<file path="src/rtl/hex_display_pkg.sv">
`default_nettype none
// ============================================================================
// Module   : hex_display_pkg
// Purpose  : Register map offsets, CTRL field positions and shared types for
//            the seven-segment display peripheral.
// Revision : 1.0  initial release
// ============================================================================
package hex_display_pkg;

    localparam int NUM_DIGITS = 6;

    // Word offsets inside the 8-word register window
    localparam logic [2:0] OFF_DIGIT0 = 3'd0;
    localparam logic [2:0] OFF_DIGIT1 = 3'd1;
    localparam logic [2:0] OFF_DIGIT2 = 3'd2;
    localparam logic [2:0] OFF_DIGIT3 = 3'd3;
    localparam logic [2:0] OFF_DIGIT4 = 3'd4;
    localparam logic [2:0] OFF_DIGIT5 = 3'd5;
    localparam logic [2:0] OFF_CTRL   = 3'd6;
    localparam logic [2:0] OFF_STATUS = 3'd7;

    // CTRL field bit positions
    localparam int CTRL_DEC_LSB   = 0;
    localparam int CTRL_BLINK_LSB = 6;
    localparam int CTRL_BLANK_BIT = 15;

    // Active-low segment value that turns every segment off
    localparam logic [6:0] SEG_BLANK = 7'h7F;

    // Stored CTRL fields: global blank, per-digit blink and decode enables
    typedef struct packed {
        logic       blank_all;
        logic [5:0] blink_en;
        logic [5:0] dec_en;
    } ctrl_t;

endpackage : hex_display_pkg
`default_nettype wire

</file>
<file path="src/rtl/seg7_decode.sv">
`default_nettype none
// ============================================================================
// Module   : seg7_decode
// Purpose  : Combinational hex nibble to seven-segment decoder, active-high
//            outputs, bit0 = segment a ... bit6 = segment g.
// Revision : 1.0  initial release
// ============================================================================
module seg7_decode (
    input  logic [3:0] i_nibble,
    output logic [6:0] o_seg
);

    // Glyph lookup for 0-9 and A, b, C, d, E, F
    always_comb begin
        o_seg = 7'h00;
        case (i_nibble)
            4'h0: o_seg = 7'h3F;
            4'h1: o_seg = 7'h06;
            4'h2: o_seg = 7'h5B;
            4'h3: o_seg = 7'h4F;
            4'h4: o_seg = 7'h66;
            4'h5: o_seg = 7'h6D;
            4'h6: o_seg = 7'h7D;
            4'h7: o_seg = 7'h07;
            4'h8: o_seg = 7'h7F;
            4'h9: o_seg = 7'h6F;
            4'hA: o_seg = 7'h77;
            4'hB: o_seg = 7'h7C;
            4'hC: o_seg = 7'h39;
            4'hD: o_seg = 7'h5E;
            4'hE: o_seg = 7'h79;
            4'hF: o_seg = 7'h71;
            default: o_seg = 7'h00;
        endcase
    end

endmodule : seg7_decode
`default_nettype wire

</file>
<file path="src/rtl/hex_display_port.sv">
`default_nettype none
// ============================================================================
// Module   : hex_display_port
// Purpose  : Memory-mapped six-digit seven-segment display peripheral with
//            raw/decoded digits, per-digit blink, global blank and
//            registered read-back.
// Revision : 1.0  initial release
// ============================================================================
module hex_display_port
    import hex_display_pkg::*;
#(
    parameter int             A_W       = 16,
    parameter int             D_W       = 16,
    parameter logic [A_W-1:0] BASE_ADDR = 16'h2000,
    parameter int             BLINK_DIV = 25000000
) (
    input  logic           CLOCK_50,
    input  logic           Reset,
    input  logic [A_W-1:0] ADDR,
    input  logic [D_W-1:0] DOUT,
    input  logic           W,
    output logic [D_W-1:0] RDATA,
    output logic [6:0]     HEX0,
    output logic [6:0]     HEX1,
    output logic [6:0]     HEX2,
    output logic [6:0]     HEX3,
    output logic [6:0]     HEX4,
    output logic [6:0]     HEX5
);

    localparam int                c_cnt_w   = (BLINK_DIV > 2) ? $clog2(BLINK_DIV) : 1;
    localparam logic [c_cnt_w-1:0] c_cnt_max = c_cnt_w'(BLINK_DIV - 1);

    logic [NUM_DIGITS-1:0][6:0] r_digit;
    ctrl_t                      r_ctrl;
    logic [c_cnt_w-1:0]         r_blink_cnt;
    logic                       r_phase;
    logic [NUM_DIGITS-1:0][6:0] r_hex;

    logic                       w_hit;
    logic [2:0]                 w_off;
    logic [D_W-1:0]             w_rd_val;
    logic [NUM_DIGITS-1:0][6:0] w_dec;
    logic [NUM_DIGITS-1:0][6:0] w_lit;
    logic                       w_unused_dout;

    assign w_hit         = (ADDR[A_W-1:3] == BASE_ADDR[A_W-1:3]);
    assign w_off         = ADDR[2:0];
    assign w_unused_dout = ^DOUT[14:12];

    // Register file update: DIGIT and CTRL writes; STATUS and misses ignored
    always_ff @(posedge CLOCK_50) begin
        if (Reset) begin
            r_digit <= '0;
            r_ctrl  <= '0;
        end else if (W && w_hit) begin
            for (int i = 0; i < NUM_DIGITS; i++) begin
                if (w_off == 3'(i)) begin
                    r_digit[i] <= DOUT[6:0];
                end
            end
            if (w_off == OFF_CTRL) begin
                r_ctrl.blank_all <= DOUT[CTRL_BLANK_BIT];
                r_ctrl.blink_en  <= DOUT[CTRL_BLINK_LSB +: 6];
                r_ctrl.dec_en    <= DOUT[CTRL_DEC_LSB +: 6];
            end
        end
    end

    // Free-running blink divider; phase flips each time the count wraps
    always_ff @(posedge CLOCK_50) begin
        if (Reset) begin
            r_blink_cnt <= '0;
            r_phase     <= 1'b0;
        end else if (r_blink_cnt == c_cnt_max) begin
            r_blink_cnt <= '0;
            r_phase     <= ~r_phase;
        end else begin
            r_blink_cnt <= r_blink_cnt + 1'b1;
        end
    end

    // Read mux on the pre-write register contents
    always_comb begin
        w_rd_val = '0;
        if (w_hit) begin
            if (w_off == OFF_CTRL) begin
                w_rd_val = D_W'({r_ctrl.blank_all, 3'b000, r_ctrl.blink_en, r_ctrl.dec_en});
            end else if (w_off == OFF_STATUS) begin
                w_rd_val = D_W'(r_phase);
            end else begin
                for (int i = 0; i < NUM_DIGITS; i++) begin
                    if (w_off == 3'(i)) begin
                        w_rd_val = D_W'(r_digit[i]);
                    end
                end
            end
        end
    end

    // Read data register, one cycle latency, sampled every cycle
    always_ff @(posedge CLOCK_50) begin
        if (Reset) begin
            RDATA <= '0;
        end else begin
            RDATA <= w_rd_val;
        end
    end

    // Per-digit segment source selection with blank/blink gating
    for (genvar gi = 0; gi < NUM_DIGITS; gi++) begin : g_digit
        seg7_decode u_seg7_decode (
            .i_nibble (r_digit[gi][3:0]),
            .o_seg    (w_dec[gi])
        );

        assign w_lit[gi] = (r_ctrl.blank_all || (r_ctrl.blink_en[gi] && r_phase)) ? 7'h00 :
                           (r_ctrl.dec_en[gi] ? w_dec[gi] : r_digit[gi]);
    end

    // Output flops, inverted to drive active-low segments
    always_ff @(posedge CLOCK_50) begin
        if (Reset) begin
            for (int i = 0; i < NUM_DIGITS; i++) begin
                r_hex[i] <= SEG_BLANK;
            end
        end else begin
            for (int i = 0; i < NUM_DIGITS; i++) begin
                r_hex[i] <= ~w_lit[i];
            end
        end
    end

    assign HEX0 = r_hex[0];
    assign HEX1 = r_hex[1];
    assign HEX2 = r_hex[2];
    assign HEX3 = r_hex[3];
    assign HEX4 = r_hex[4];
    assign HEX5 = r_hex[5];

endmodule : hex_display_port
`default_nettype wire

</file>
<file path="config.mk">
export PLATFORM = sky130hd
export DESIGN_NAME = hex_display_port
export DESIGN_NICKNAME = d
export VERILOG_FILES = /design/src/rtl/hex_display_pkg.sv /design/src/rtl/seg7_decode.sv /design/src/rtl/hex_display_port.sv
export SDC_FILE = /design/constraint.sdc
export NUM_CORES = 1
export LEC_CHECK = 0
export BUFFER_PORTS_ARGS = -buffer_cell sky130_fd_sc_hd__buf_2
export CAP_MARGIN = 20
export CORE_MARGIN = 2
export CORE_UTILIZATION = 60
export CTS_BUF_LIST = sky130_fd_sc_hd__clkbuf_2
export CTS_CLUSTER_SIZE = 8
export DETAILED_ROUTE_END_ITERATION = 8
export HOLD_SLACK_MARGIN = 0.15
export PLACE_DENSITY_LB_ADDON = 0.25
export SLEW_MARGIN = 20
export SYNTH_ARGS = -nofsm -noshare
export SYNTH_HDL_FRONTEND = slang
export SYNTH_SLANG_ARGS = --single-unit
</file>
<file path="constraint.sdc">
create_clock -name CLOCK_50 -period 3.8 [get_ports CLOCK_50]
set_clock_uncertainty 0.1 [all_clocks]
set_input_delay 0.76 -clock CLOCK_50 [delete_from_list [all_inputs] [get_ports CLOCK_50]]
set_output_delay 0.76 -clock CLOCK_50 [all_outputs]
set_load 0.02 [all_outputs]
</file>
==> results.md <==
* Vias in the first global route at between 6000 and 7000
* Initial antenna violation count at 2
* Largest net degree at the start of global routing at 39
* Most frequent cells in the layout: dfxtp_1, nand2_1, buf_2
* Async set-reset flop share out of synthesis at 0%
* Layout Cells excl Fill at roughly 1200
* 1st-iter DRT viols at 665
* CP Max Fanout at 20
* Die ar. at between 15000 and 20000 um2
* PD cells at approximately 310 nW/um2
* CTS Buf Count at 17
* Fin area at 9370 um2
* Final Hold Viols at 0
* CP delay by family, top: simple AND/OR/NAND/NOR gates
* Drt drc at 0
* Core Box Area at roughly 14000 um2
* Largest stage delay, worst path at 410 ps
* Vias at approximately 6900
* Worst slew pin tran at roughly 860 ps
* HPWL after detailed placement at roughly 14000 um
* Via density at between 5 and 6
* Placed inst area at between 9000 and 10000 um2
* Min-Delay Path Class: in2reg
* Yosys warnings at 0
* Clock Sink Count at between 150 and 200
* Setup violations, final at 0
* Pre-CTS WS at 356 ps
* WL per Instance at approximately 16 um
* Row count at 43
* Tmin final at approximately 2700 ps
* Buffers plus inverters on the worst setup path at 1
* CTS H-tree lvls at 4
* Largest family of logic cells by synthesized area: simple AND/OR/NAND/NOR gates
* Max-slew violations at 0
* Critical path required time at about 4400 ps
* Unique masters post-synth at between 70 and 80
* Global route overflow at 0
* Final net count at around 1100
* Clk_lat worst skew at a little under 800 ps
* GRT Util Overall at 26.0%
* Synth area leaders: dfxtp_1, ha_1, nand2_1
* Tcrit/Tclk final at 69.8%
* WL final at ~19000 um
* Worst setup SP type: input pin
* Synth top area share at around two fifths
* Area grow syn2layout at 9.87%
* Post-synth EDFFs at 0
* Die span in y at ~120 um
* Worst rel slew slack at a little over two fifths
* Xor/xnor share of the synthesized area at between 2 and 3%
* Inst Count DP at 1179
* Crit path DAT at ~3300 ps
* Post-route ant nets at 0
* Synthesized area per cell at roughly 9.1 um2
* Run status: finished, final reports clean
* Critical Path End Type: flip-flop
* F_max at around 0.38 GHz
* PortBufs at 86
* Mux contribution to synthesized area at around an eighth
* CP dominant cell by count: a21oi_1
* Synth Area in Compound Gates at between 10% and 20%
* DRT Pass-1 Iters at 6
* Crit-path slowest cell: or2_1
* Mapped Cells at roughly 940
* Max Cap Violations at 0
* Worst setup margin at around 1100 ps
* Share of layout cells above drive strength 1 at about a fifth
* Clock Path Buffers at 2
* I/O Pins at 93
* Adder-cell area share of the yosys netlist at roughly 6.3%
* Initial Util at around three fifths
* Synth Register Bits at approximately 180
* Kind of critical path: in2reg
* Clock slew at reported path FFs at around 260 ps
* # fillers at roughly 1200
* Top cell type by total area after synthesis: dfxtp_1
* Worst path cell trace: buf_2 > nor2b_1 > nand2_1 > or2_1 > mux2i_1 > nor2_1 > ha_1 > nor2_1 > a21oi_1 > mux2i_1 > a21oi_1 > a21oi_1
* Worst vdd ir at approximately 0.23 mV
* Post-Synth Simple-Gate Area at between 10% and 20%
* RSZ-0062 raised after global routing: false
* First-pass GRT wire length at around 31000 um
* Placer Congestion at 0.937
* Synth Flop Type: dfxtp_1
* Post-CTS setup buffer count at 0
* CTS tree: done
* Cell leakage power at 3.85 nW
* CTS root buf: clkbuf_2
* Sequential area share after synthesis at between 40% and 50%
* Die width at around 120 um
* Cell area after synthesis at between 8000 and 9000 um2
* Final TNS setup at 0 ps
* Most common cell after layout, fill and taps aside: dfxtp_1
## state kept, by name (all words and copies together), names as in the netlist
register                     cells
HEX1                             7
HEX2                             7
r_ctrl                          13
HEX4                             7
g_digit.u_seg7_decode.o_seg     42
HEX3                             7
HEX0                             7
r_phase                          1
r_blink_cnt                     25
r_digit                         42
RDATA                           13
HEX5                             7
## worst paths after layout
kind                                                          end  cells after the start  slack (ps)      startpoint
worst max-delay path            g_digit[5].u_seg7_decode.o_seg[5]                     12        1150         ADDR[0]
worst min register to register                         r_ctrl[11]                      2         390      r_ctrl[11]
worst min-delay path                                    r_ctrl[1]                      3         200         DOUT[1]
worst max register to register                    r_blink_cnt[22]                      6        1330  r_blink_cnt[0]
## report_power, final
| group | internal, mW | switching (mW) | total (mW) |
|---|---|---|---|
| sequential | 1.88 | 0.00261 | 1.88 |
| combinational | 0.0411 | 0.0927 | 0.134 |
| clock | 0.193 | 0.701 | 0.894 |
| total | 2.11 | 0.797 | 2.91 |
## worst register-to-register path, cell delays in order (launching register included)
cell	delay, ps
dfxtp_1	430
ha_1	210
and4_1	290
nand2_1	100
nor4_1	590
or2_2	520
nor2_1	120
## Yosys cell counts, drive strengths merged, types with 20 or more instances
| library cell | number |
|---|---|
| mux2 | 42 |
| dfxtp | 178 |
| nor2 | 78 |
| inv | 49 |
| clkbuf | 21 |
| o21ai | 29 |
| mux2i | 48 |
| ha | 43 |
| nand2 | 141 |
| buf | 25 |
| nor2b | 20 |
| a21oi | 74 |
## what timing repair did
item                                    in CTS  in global routing
resized for setup                            0                  0
endpoints found under the setup margin       0                  0
endpoints found under the hold margin       10                  0
hold buffers                                 9                  0
## cell type report
class	instances	area [um2]	area share [%]
Antenna cell	2	5.00	0.0534
Clock buffer	17	85.1	0.908
Clock inverter	15	128	1.36
Inverter	50	193	2.06
Multi-Input combinational cell	670	4540	48.4
Sequential cell	178	3560	38.0
Tap cell	180	225	2.40
Timing Repair Buffer	110	633	6.76
## per-layer routing
layer | track usage (%) | wire length (um) | vias to the layer above
met3 | 5.40 | 1520 | 38
met4 | 10.1 | 451 | 0
met1 | 33.7 | 8510 | 3170
met2 | 42.4 | 8970 | 291
li1 | - | - | 3407
met5 | 0 | 0 | -
## per-stage QoR
stage | hold WS (ps) | utilization [%] | total power [mW]
global placement | 338 | 65.3 | 2.04
detailed placement | 348 | 65.3 | 2.04
floorplan | 326 | - | 1.99
global route | 171 | 67.5 | 3.02
finish | 202 | 67.5 | 2.91
CTS | 162 | 67.5 | 2.92
## cells by family after synthesis
| kind of cell | after synthesis |
|---|---|
| buffers and inverters | 96 |
| other | 1 |
| and+or+nand+nor | 346 |
| AOI/OAI and AO/OA | 163 |
| muxes | 90 |
| adders and majority gates | 43 |
| DFF | 178 |
| xor gates and xnor gates | 25 |
(Power assumes the default switching activity.)
